[src/rtl/vesp_mem_responder_if.sv]
// Strobe/response bundle between the VeSP control FSM (master) and its memory
// responder (slave), including the A/B operand mirrors that feed the ALU.
interface vesp_mem_responder_if #(
  parameter int unsigned address_size = 12,
  parameter int unsigned word_size    = 16
);
  logic                    read;
  logic                    write;
  logic [address_size-1:0] address;
  logic [word_size-1:0]    data_in;
  logic [word_size-1:0]    data_out;
  logic                    ready;
  logic                    err;
  logic                    busy;
  logic [word_size-1:0]    A;
  logic [word_size-1:0]    B;

  modport master (
    output read, write, address, data_in,
    input  data_out, ready, err, busy, A, B
  );

  modport slave (
    input  read, write, address, data_in,
    output data_out, ready, err, busy, A, B
  );
endinterface

[src/rtl/vesp_mem_responder.sv]
// VeSP memory responder: one access at a time, programmable wait states, one-cycle ready/err.
// Optional feature: define VESP_MEM_WRITE_PROTECT_EN to reject writes below protect_top.
module vesp_mem_responder #(
  parameter int unsigned address_size = 12,
  parameter int unsigned word_size    = 16,
  parameter int unsigned memory_size  = 256,
  parameter int unsigned wait_states  = 1,
  parameter int unsigned protect_top  = 2
) (
  input logic                clk,
  input logic                rst,
  vesp_mem_responder_if.slave bus
);

  localparam int unsigned IdxW     = (memory_size > 1) ? $clog2(memory_size) : 1;
  localparam logic [3:0]  WaitLoad = (wait_states > 0) ? 4'(wait_states - 1) : 4'd0;
`ifdef VESP_MEM_WRITE_PROTECT_EN
  localparam bit ProtectEn = 1'b1;
`else
  localparam bit ProtectEn = 1'b0;
`endif

  typedef enum logic [1:0] {IDLE, WAIT, RESP} state_t;

  state_t                  state_q;
  logic [3:0]              cnt_q;
  logic                    rd_q, wr_q;
  logic [address_size-1:0] addr_q;
  logic [word_size-1:0]    wdata_q;
  logic [word_size-1:0]    data_out_q, a_q, b_q;
  logic                    ready_q, err_q, busy_q;
  logic [word_size-1:0]    mem_q [memory_size];

  logic                    exec_rd_d, exec_wr_d, go_resp_d;
  logic [address_size-1:0] exec_addr_d;
  logic [word_size-1:0]    exec_data_d, data_out_d;
  logic                    in_range_d, prot_hit_d, err_d, do_write_d;
  logic [IdxW-1:0]         mem_idx_d;

  // With zero wait states the access executes on the accept edge, so the
  // operands come straight from the bus instead of the latched copies.
  always_comb begin
    exec_rd_d   = rd_q;
    exec_wr_d   = wr_q;
    exec_addr_d = addr_q;
    exec_data_d = wdata_q;
    go_resp_d   = 1'b0;
    if (state_q == IDLE) begin
      exec_rd_d   = bus.read;
      exec_wr_d   = bus.write;
      exec_addr_d = bus.address;
      exec_data_d = bus.data_in;
      go_resp_d   = (bus.read || bus.write) && (wait_states == 0);
    end else if (state_q == WAIT) begin
      go_resp_d = (cnt_q == 4'd0);
    end
    in_range_d = 32'(exec_addr_d) < memory_size;
    prot_hit_d = ProtectEn && (32'(exec_addr_d) < protect_top);
    mem_idx_d  = IdxW'(exec_addr_d);
    err_d      = (exec_rd_d && exec_wr_d) || !in_range_d || (exec_wr_d && prot_hit_d);
    do_write_d = go_resp_d && exec_wr_d && !exec_rd_d && in_range_d && !prot_hit_d;
    data_out_d = data_out_q;
    if (exec_rd_d && !exec_wr_d) begin
      data_out_d = in_range_d ? mem_q[mem_idx_d] : '0;
    end
  end

  // Array is never cleared by reset; a reset edge suppresses the pending write.
  always_ff @(posedge clk) begin
    if (!rst && do_write_d) begin
      mem_q[mem_idx_d] <= exec_data_d;
    end
  end

  always_ff @(posedge clk) begin
    if (rst) begin
      state_q    <= IDLE;
      cnt_q      <= 4'd0;
      rd_q       <= 1'b0;
      wr_q       <= 1'b0;
      addr_q     <= '0;
      wdata_q    <= '0;
      data_out_q <= '0;
      ready_q    <= 1'b0;
      err_q      <= 1'b0;
      busy_q     <= 1'b0;
      a_q        <= '0;
      b_q        <= '0;
    end else begin
      a_q     <= mem_q[0];
      b_q     <= mem_q[1];
      ready_q <= 1'b0;
      err_q   <= 1'b0;
      case (state_q)
        IDLE: begin
          if (bus.read || bus.write) begin
            rd_q    <= bus.read;
            wr_q    <= bus.write;
            addr_q  <= bus.address;
            wdata_q <= bus.data_in;
            busy_q  <= 1'b1;
            if (go_resp_d) begin
              state_q    <= RESP;
              ready_q    <= 1'b1;
              err_q      <= err_d;
              data_out_q <= data_out_d;
            end else begin
              state_q <= WAIT;
              cnt_q   <= WaitLoad;
            end
          end
        end
        WAIT: begin
          if (go_resp_d) begin
            state_q    <= RESP;
            ready_q    <= 1'b1;
            err_q      <= err_d;
            data_out_q <= data_out_d;
          end else begin
            cnt_q <= cnt_q - 4'd1;
          end
        end
        RESP: begin
          state_q <= IDLE;
          busy_q  <= 1'b0;
        end
        default: begin
          state_q <= IDLE;
          busy_q  <= 1'b0;
        end
      endcase
    end
  end

  assign bus.data_out = data_out_q;
  assign bus.ready    = ready_q;
  assign bus.err      = err_q;
  assign bus.busy     = busy_q;
  assign bus.A        = a_q;
  assign bus.B        = b_q;

endmodule

[src/flat_wrapper.sv]
// flat-port wrapper written by rule: the top's interface ports become plain ports
module vesp_mem_responder_flat 
#(
  parameter int unsigned address_size = 12,
  parameter int unsigned word_size    = 16,
  parameter int unsigned memory_size  = 256,
  parameter int unsigned wait_states  = 1,
  parameter int unsigned protect_top  = 2
)
  (clk, rst, bus_read, bus_write, bus_address, bus_data_in, bus_data_out, bus_ready, bus_err, bus_busy, bus_A, bus_B);
  vesp_mem_responder_if #(.address_size(address_size), .word_size(word_size)) bus_i ();
  input logic clk;
  input logic rst;
  input wire logic [$bits(bus_i.read)-1:0] bus_read;
  input wire logic [$bits(bus_i.write)-1:0] bus_write;
  input wire logic [$bits(bus_i.address)-1:0] bus_address;
  input wire logic [$bits(bus_i.data_in)-1:0] bus_data_in;
  output wire logic [$bits(bus_i.data_out)-1:0] bus_data_out;
  output wire logic [$bits(bus_i.ready)-1:0] bus_ready;
  output wire logic [$bits(bus_i.err)-1:0] bus_err;
  output wire logic [$bits(bus_i.busy)-1:0] bus_busy;
  output wire logic [$bits(bus_i.A)-1:0] bus_A;
  output wire logic [$bits(bus_i.B)-1:0] bus_B;
  assign bus_i.read = bus_read;
  assign bus_i.write = bus_write;
  assign bus_i.address = bus_address;
  assign bus_i.data_in = bus_data_in;
  assign bus_data_out = bus_i.data_out;
  assign bus_ready = bus_i.ready;
  assign bus_err = bus_i.err;
  assign bus_busy = bus_i.busy;
  assign bus_A = bus_i.A;
  assign bus_B = bus_i.B;
  vesp_mem_responder #(.address_size(address_size), .word_size(word_size), .memory_size(memory_size), .wait_states(wait_states), .protect_top(protect_top)) u_core (.clk(clk), .rst(rst), .bus(bus_i));
endmodule
[config.mk]
export PLATFORM = sky130hd
export DESIGN_NAME = vesp_mem_responder_flat
export DESIGN_NICKNAME = d
export VERILOG_FILES = /design/src/rtl/vesp_mem_responder_if.sv /design/src/rtl/vesp_mem_responder.sv /design/src/flat_wrapper.sv
export SDC_FILE = /design/constraint.sdc
export NUM_CORES = 2
export LEC_CHECK = 0
export CELL_PAD_IN_SITES_DETAIL_PLACEMENT = 1
export CELL_PAD_IN_SITES_GLOBAL_PLACEMENT = 1
export CORE_UTILIZATION = 45
export DETAILED_ROUTE_END_ITERATION = 8
export GPL_TIMING_DRIVEN = 1
export HOLD_SLACK_MARGIN = 0.03
export PLACE_DENSITY_LB_ADDON = 0.1
export SYNTH_ARGS = -nofsm -noshare
export SYNTH_HDL_FRONTEND = slang
export SYNTH_SLANG_ARGS = --single-unit
[constraint.sdc]
create_clock -name clk -period 5.6 [get_ports clk]
set_clock_uncertainty 0.2 [all_clocks]
set_input_delay 1.68 -clock clk [delete_from_list [all_inputs] [get_ports clk]]
set_output_delay 1.68 -clock clk [all_outputs]
set_load 0.01 [all_outputs]
Word level (Yosys, flattened, before mapping):

Memories as Yosys holds them, arrays and structs flattened. A register that Yosys moved wholly into a read port is not among the register bits.
Cells that the tools add are included.

* bits in writable memories: 4096
* memories: 1
* word-level logic and storage cells: 68
* output and inout port bits: 51
* register bits: 55
* input bits: 32

* reductions and logical operators: 20
* bitwise gates (word level): 1
* eq/ne operators: 5
* $add $sub $neg: 1
* multiplexer cells: 29
* $lt $le $gt $ge: 1

Memory list
* u_core.mem_q: words 256, width 16, rd ports 3, clocked after Yosys merged registers in 2, write ports 1, RTL line vesp_mem_responder.sv:32 `logic [word_size-1:0] mem_q [memory_size];`

Operators with widths (count)
* 2-to-1 mux 16 bit: 5
* one-hot mux 16 bit (2 select lines): 1
* less-than comparator 12 x 9 -> 1 bit, second input constant: 1
* 2-to-1 mux 12 bit: 1
* 2-to-1 mux 4 bit: 3
* 2-to-1 mux 1 bit: 11
* one-hot mux 4 bit (2 select lines): 1
* AND reduction 2 bit: 4
* logical AND 1 bit: 6
* 2-to-1 mux 2 bit: 3
* inequality test 2 bit, second input constant: 3
* one-hot mux 1 bit (2 select lines): 3
* logical NOT 1 bit: 4
* logical NOT 4 bit: 1
* one-hot mux 2 bit (2 select lines): 1
* AND reduction 4 bit: 1
* subtractor 4 x 1 -> 4 bit, second input constant: 1
* == test 2 x 1 -> 1 bit, second input constant: 1
* logical NOT 2 bit: 1
* logical OR 1 bit: 2
* inequality test 2 x 1 -> 1 bit, second input constant: 1
* nonzero test 2 bit: 1
* inverter 1 bit: 1

Logic depth before layout (Yosys ltp):

* depth in word-level cells: 9
* mapped depth: 14
* gate-level depth less buffers: 9

Worst setup path before layout:

OpenSTA, ideal clock, no wires.

* path kind: reg-to-reg
* start point: register u_core.state_q[1]
* end point: memory u_core.mem_q[0][10] (data pin)
* stages on the path, launching flop included: 11
* path slack: -0.264 ns
* arrival time: 4.842 ns
* required time: 4.577 ns
* clock period less this slack: 5.864 ns
* library setup time: 0.823 ns
* buffers on the path: 7
* cell sequence: dfxtp_1 -> buf_6 -> nor2_8 -> buf_6 -> buf_6 -> buf_6 -> buf_4 -> clkbuf_1 -> buf_1 -> nand2_1 -> nand2_1

* word-level cells in the longest chain between the ends: 2

RTL lines
* start, declared: RTL line vesp_mem_responder.sv:25 `state_t state_q;`
* start signal, assigned: RTL line vesp_mem_responder.sv:77 `state_q <= IDLE;`
* start signal, assigned: RTL line vesp_mem_responder.sv:103 `state_q <= RESP;`
* start signal, assigned: RTL line vesp_mem_responder.sv:108 `state_q <= WAIT;`
* logical NOT 2 bit: RTL line vesp_mem_responder.sv:48 `if (state_q == IDLE) begin`
* 2-to-1 mux 16 bit: RTL line vesp_mem_responder.sv:48
* via u_core.exec_data_d[10]: RTL line vesp_mem_responder.sv:36 `logic [word_size-1:0] exec_data_d, data_out_d;`
* end, declared: RTL line vesp_mem_responder.sv:32

The timed path passes the listed nets, and every way through them passes these cells.

Worst setup path in the final report:

* start point: input port bus_address[0]
* end point: register u_core.data_out_q[14] (netlist: u_core.bus.data_out[14])

* word-level cells in the longest chain between the ends: 7
* elaborated cells between the ends (all ways): 8
* those cells by class: order compare (1); mux (6); memory (1)

RTL lines
* start, declared: RTL line flat_wrapper.sv:16 `input wire logic [$bits(bus_i.address)-1:0] bus_address;`
* 2-to-1 mux 12 bit (*): RTL line vesp_mem_responder.sv:48
* memory (256 x 16 bit) or less-than comparator 12 x 9 -> 1 bit (tied branches)
* 2-to-1 mux 16 bit (*): RTL line vesp_mem_responder.sv:64 `data_out_d = in_range_d ? mem_q[mem_idx_d] : '0;`
* 2-to-1 mux 16 bit (*): RTL line vesp_mem_responder.sv:63 `if (exec_rd_d && !exec_wr_d) begin`
* 2-to-1 mux 16 bit (*): RTL line vesp_mem_responder.sv:102, vesp_mem_responder.sv:114
* 2-to-1 mux 16 bit: RTL line vesp_mem_responder.sv:96 `if (bus.read || bus.write) begin`
* one-hot mux 16 bit (2 select lines) (*): RTL line vesp_mem_responder.sv:94 `case (state_q)`
* end signal, assigned: RTL line vesp_mem_responder.sv:106 `data_out_q <= data_out_d;`
* end signal, assigned: RTL line vesp_mem_responder.sv:118 `data_out_q <= data_out_d;`
* end, declared: RTL line vesp_mem_responder.sv:30 `logic [word_size-1:0] data_out_q, a_q, b_q;`

Mark *: on every way between the ends. The rest lies on a longest branch, timed or not. The select of a mux whose other input is x is not followed.
A chain may end at the register's enable or synchronous reset.

==> results.tsv <==
metric	value	unit
slowest stage cell on the critical path	o41ai_1	
final net count	9822	
WHS Path Cells	2	
Crit path depth	12	
worst path required time	6.25	ns
leakage	55.9	nW
Unique masters post-synth	47	
CP Capture Type	flip-flop	
fraction of layout cells with a size suffix above 1	17.3	%
maximum number of pins on one net before global-route repair	107	
gpl congestion	0.865	
Area contributors post-synth	edfxtp_1, o22ai_1, o21ai_0, buf_2, a41oi_1	
asr flop ratio synth	0	%
Final TNS setup	0	ns
total CTS buffers	428	
first drt pass iteration count	5	
TritonCTS clock tree	built	
routed via count	94009	
period utilization	94.0	%
post-synthesis sequential area ratio	82.3	%
Post-Synthesis Cells	8863	
row count	212	
#FFs+latches synth	4183	
first-pass GRT wire length	723	mm
hold buffer count at cts	0	
top cell family by delay on the critical path	compound AO/OA/AOI/OAI gates	
Worst-Skew Late Latency	1.00	ns
mux share of post-synthesis cell area	0	%
H-tree Lvls	5	
main combinational cell family by area after synthesis	compound AO/OA/AOI/OAI gates	
total track usage	29.9	%
worst min path class	flip-flop to flip-flop	
FILL cells	30452	
Final Hold Viols	0	
CP dominant cell by count	buf_4	
dpl ws	-0.989	ns
vias in the first global route	94466	
status	finished clean	
PnR worst setup slack	0.339	ns
Pwr Density	506	nW/um2
compound-gate portion of the synthesized area	14.0	%
Avg Cell Area, Syn	17.1	um2
worst-path maximum fanout	16	
Final ANT Viol Nets	0	
Final Setup Violations	0	
Starting Density	45.3	%
via density per instance	6.40	
Reg2Reg Depth	11	
DP HPWL	319	mm
fin crit period	5.26	ns
top_reg_cell synth	edfxtp_1	
unrepaired setup endpoints after global routing	false	
Area growth syn-to-layout	18.9	%
maximum vdd drop	0.446	mV
synthesized area	152000	um2
largest area contributor in the netlist	edfxtp_1	
CP Buf/Inv Count	4	
number of max-cap violations	0	
Die Y-Extent	582	um
Avg WL per Cell	35.4	um
final wirelength	519	mm
EDFF count, synth	4096	
worst-path cell chain	clkdlybuf4s50_1, or4_1, o31ai_4, buf_4, a22oi_1, a21oi_1, o41ai_1, buf_4, nand4_1, a2111oi_1, buf_4, o21ai_1	
CTS Buffer Depth	4	
synth warn	0	
synth cell count leaders	edfxtp_1, o22ai_1, o21ai_0, buf_2, nor2_1	
core area	334000	um2
utilization after layout	53.9	%
total I/O pin count	83	
drt drc	0	
slowest stage delay, CP	0.96	ns
die span in x	582	um
CTS root buf	clkbuf_16	
simple-gate share of the synthesized area	1.58	%
GR Overflow Total	0	
Clock Sink Count	4183	
area share of fa/ha/maj cells after synthesis	0.00825	%
syn nets	8896	
post-synthesis xor/xnor area fraction	0.0116	%
number of port buffers	82	
fin. max-slew vios	0	
Slew @ Worst Pin	1.19	ns
initial antenna violation count	26	
Worst slew margin	21.0	%
clock-pin slew on the worst setup and hold paths	0.06	ns
critical path type	input pin to flip-flop	
Worst Setup Start Kind	input pin	
Yosys top cell area share	81.1	%
Max Clk Rate	190	MHz
DIE AREA	339000	um2
CP arrival	5.92	ns
DRT iter0 DRCs	12045	
most numerous cell in the Yosys netlist	edfxtp_1	
==> power by group <==
group / internal, mW / total (mW) / switching (mW)
registers: 38.1 / 38.2 / 0.0994
clock network: 16.8 / 28.9 / 12.1
logic: 6.85 / 24.1 / 17.3
==> layout by cell type, fill, tap and decap left out, drive strengths merged, types with 10 or more instances in the layout <==
cell type / count
inv: 22
clkinv: 171
buf: 1070
a22oi: 130
dfxtp: 87
bufinv: 53
o31ai: 20
clkbuf: 543
nand3: 12
nor2: 269
a21oi: 97
nor2b: 32
o22ai: 1935
a41oi: 243
o41ai: 31
nor4: 47
edfxtp: 4096
clkdlybuf4s50: 81
clkinvlp: 12
diode: 36
nand2: 165
o21ai: 986
o21a: 10
==> timing repair <==
action	4_1_cts	5_1_grt
setup buffers	0	0
setup endpoints to repair	0	1
gates resized for setup	0	1
==> sequential cells by signal (all words and copies together), names as in the netlist <==
name and count:
u_core.bus.data_out 16, u_core.wr_q 1, u_core.cnt_q 4, u_core.mem_q 4096
bus_B 16, u_core.bus.busy 1, bus_A 16, u_core.bus.ready 1
u_core.wdata_q 16, u_core.addr_q 12, u_core.bus.err 1, u_core.rd_q 1
u_core.state_q 2
==> cell families (layout without fill, tap and decap cells) <==
family | Yosys count | count (layout)
compound gates | 3461 | 3461
xor+xnor | 2 | 2
fa+ha+maj | 1 | 1
buf+inv | 663 | 1952
flops | 4183 | 4183
other cells | 0 | 36
simple gates | 553 | 553
==> routing by layer <==
metal	wire, um	vias to the layer above	share of wire (%)	global-route usage, %
li1	-	38954	-	-
met2	248000	4206	48	48.1
met4	18100	6	3.5	10.4
met5	45	-	0.0087	0
met3	40000	708	7.7	4.45
met1	213000	50135	41	41.7
==> cell type report <==
type                            instances  area [um2]  share of cell area [%]
Clock inverter                        250        2670                    1.48
Tap cell                             4494        5620                    3.12
Clock buffer                          543       11400                    6.32
Multi-Input combinational cell       4017       24200                    13.4
Timing Repair Buffer                 1151       11600                    6.43
Antenna cell                           36        90.1                  0.0500
Sequential cell                      4183      125000                    69.2
Inverter                                8        30.0                  0.0167
==> worst register-to-register path: stages (launching register included) <==
cell and delay (ns):
dfxtp_1 0.50, nor2_8 0.74, o21ai_4 0.30, buf_4 0.32, a22oi_1 0.25, a21oi_1 0.09, o41ai_1 0.97, buf_4 0.24
nand4_1 0.26, a2111oi_1 0.86, buf_4 0.23, o21ai_1 0.05
==> through the flow <==
step	area, um2	hold slack [ns]	instances	power [mW]
floorplan	152000	0.231	8863	49.9
detailed placement	166000	0.252	13852	62.5
CTS	180000	0.260	14645	91.2
global route	180000	0.279	14669	93.3
finish	180000	0.260	14682	91.2
global placement	166000	0.240	13852	61.9
==> final timing paths <==
| path | start | endpoint | slack (ns) |
|---|---|---|---|
| max | bus_address[0] | u_core.bus.data_out[14] | 0.34 |
| min | u_core.wdata_q[10] | u_core.wdata_q[10] | 0.26 |
| max reg2reg | u_core.state_q[1] | u_core.bus.data_out[14] | 0.45 |
| min reg2reg | u_core.wdata_q[10] | u_core.wdata_q[10] | 0.26 |
Note: power is estimated with default switching activity, not from simulation.
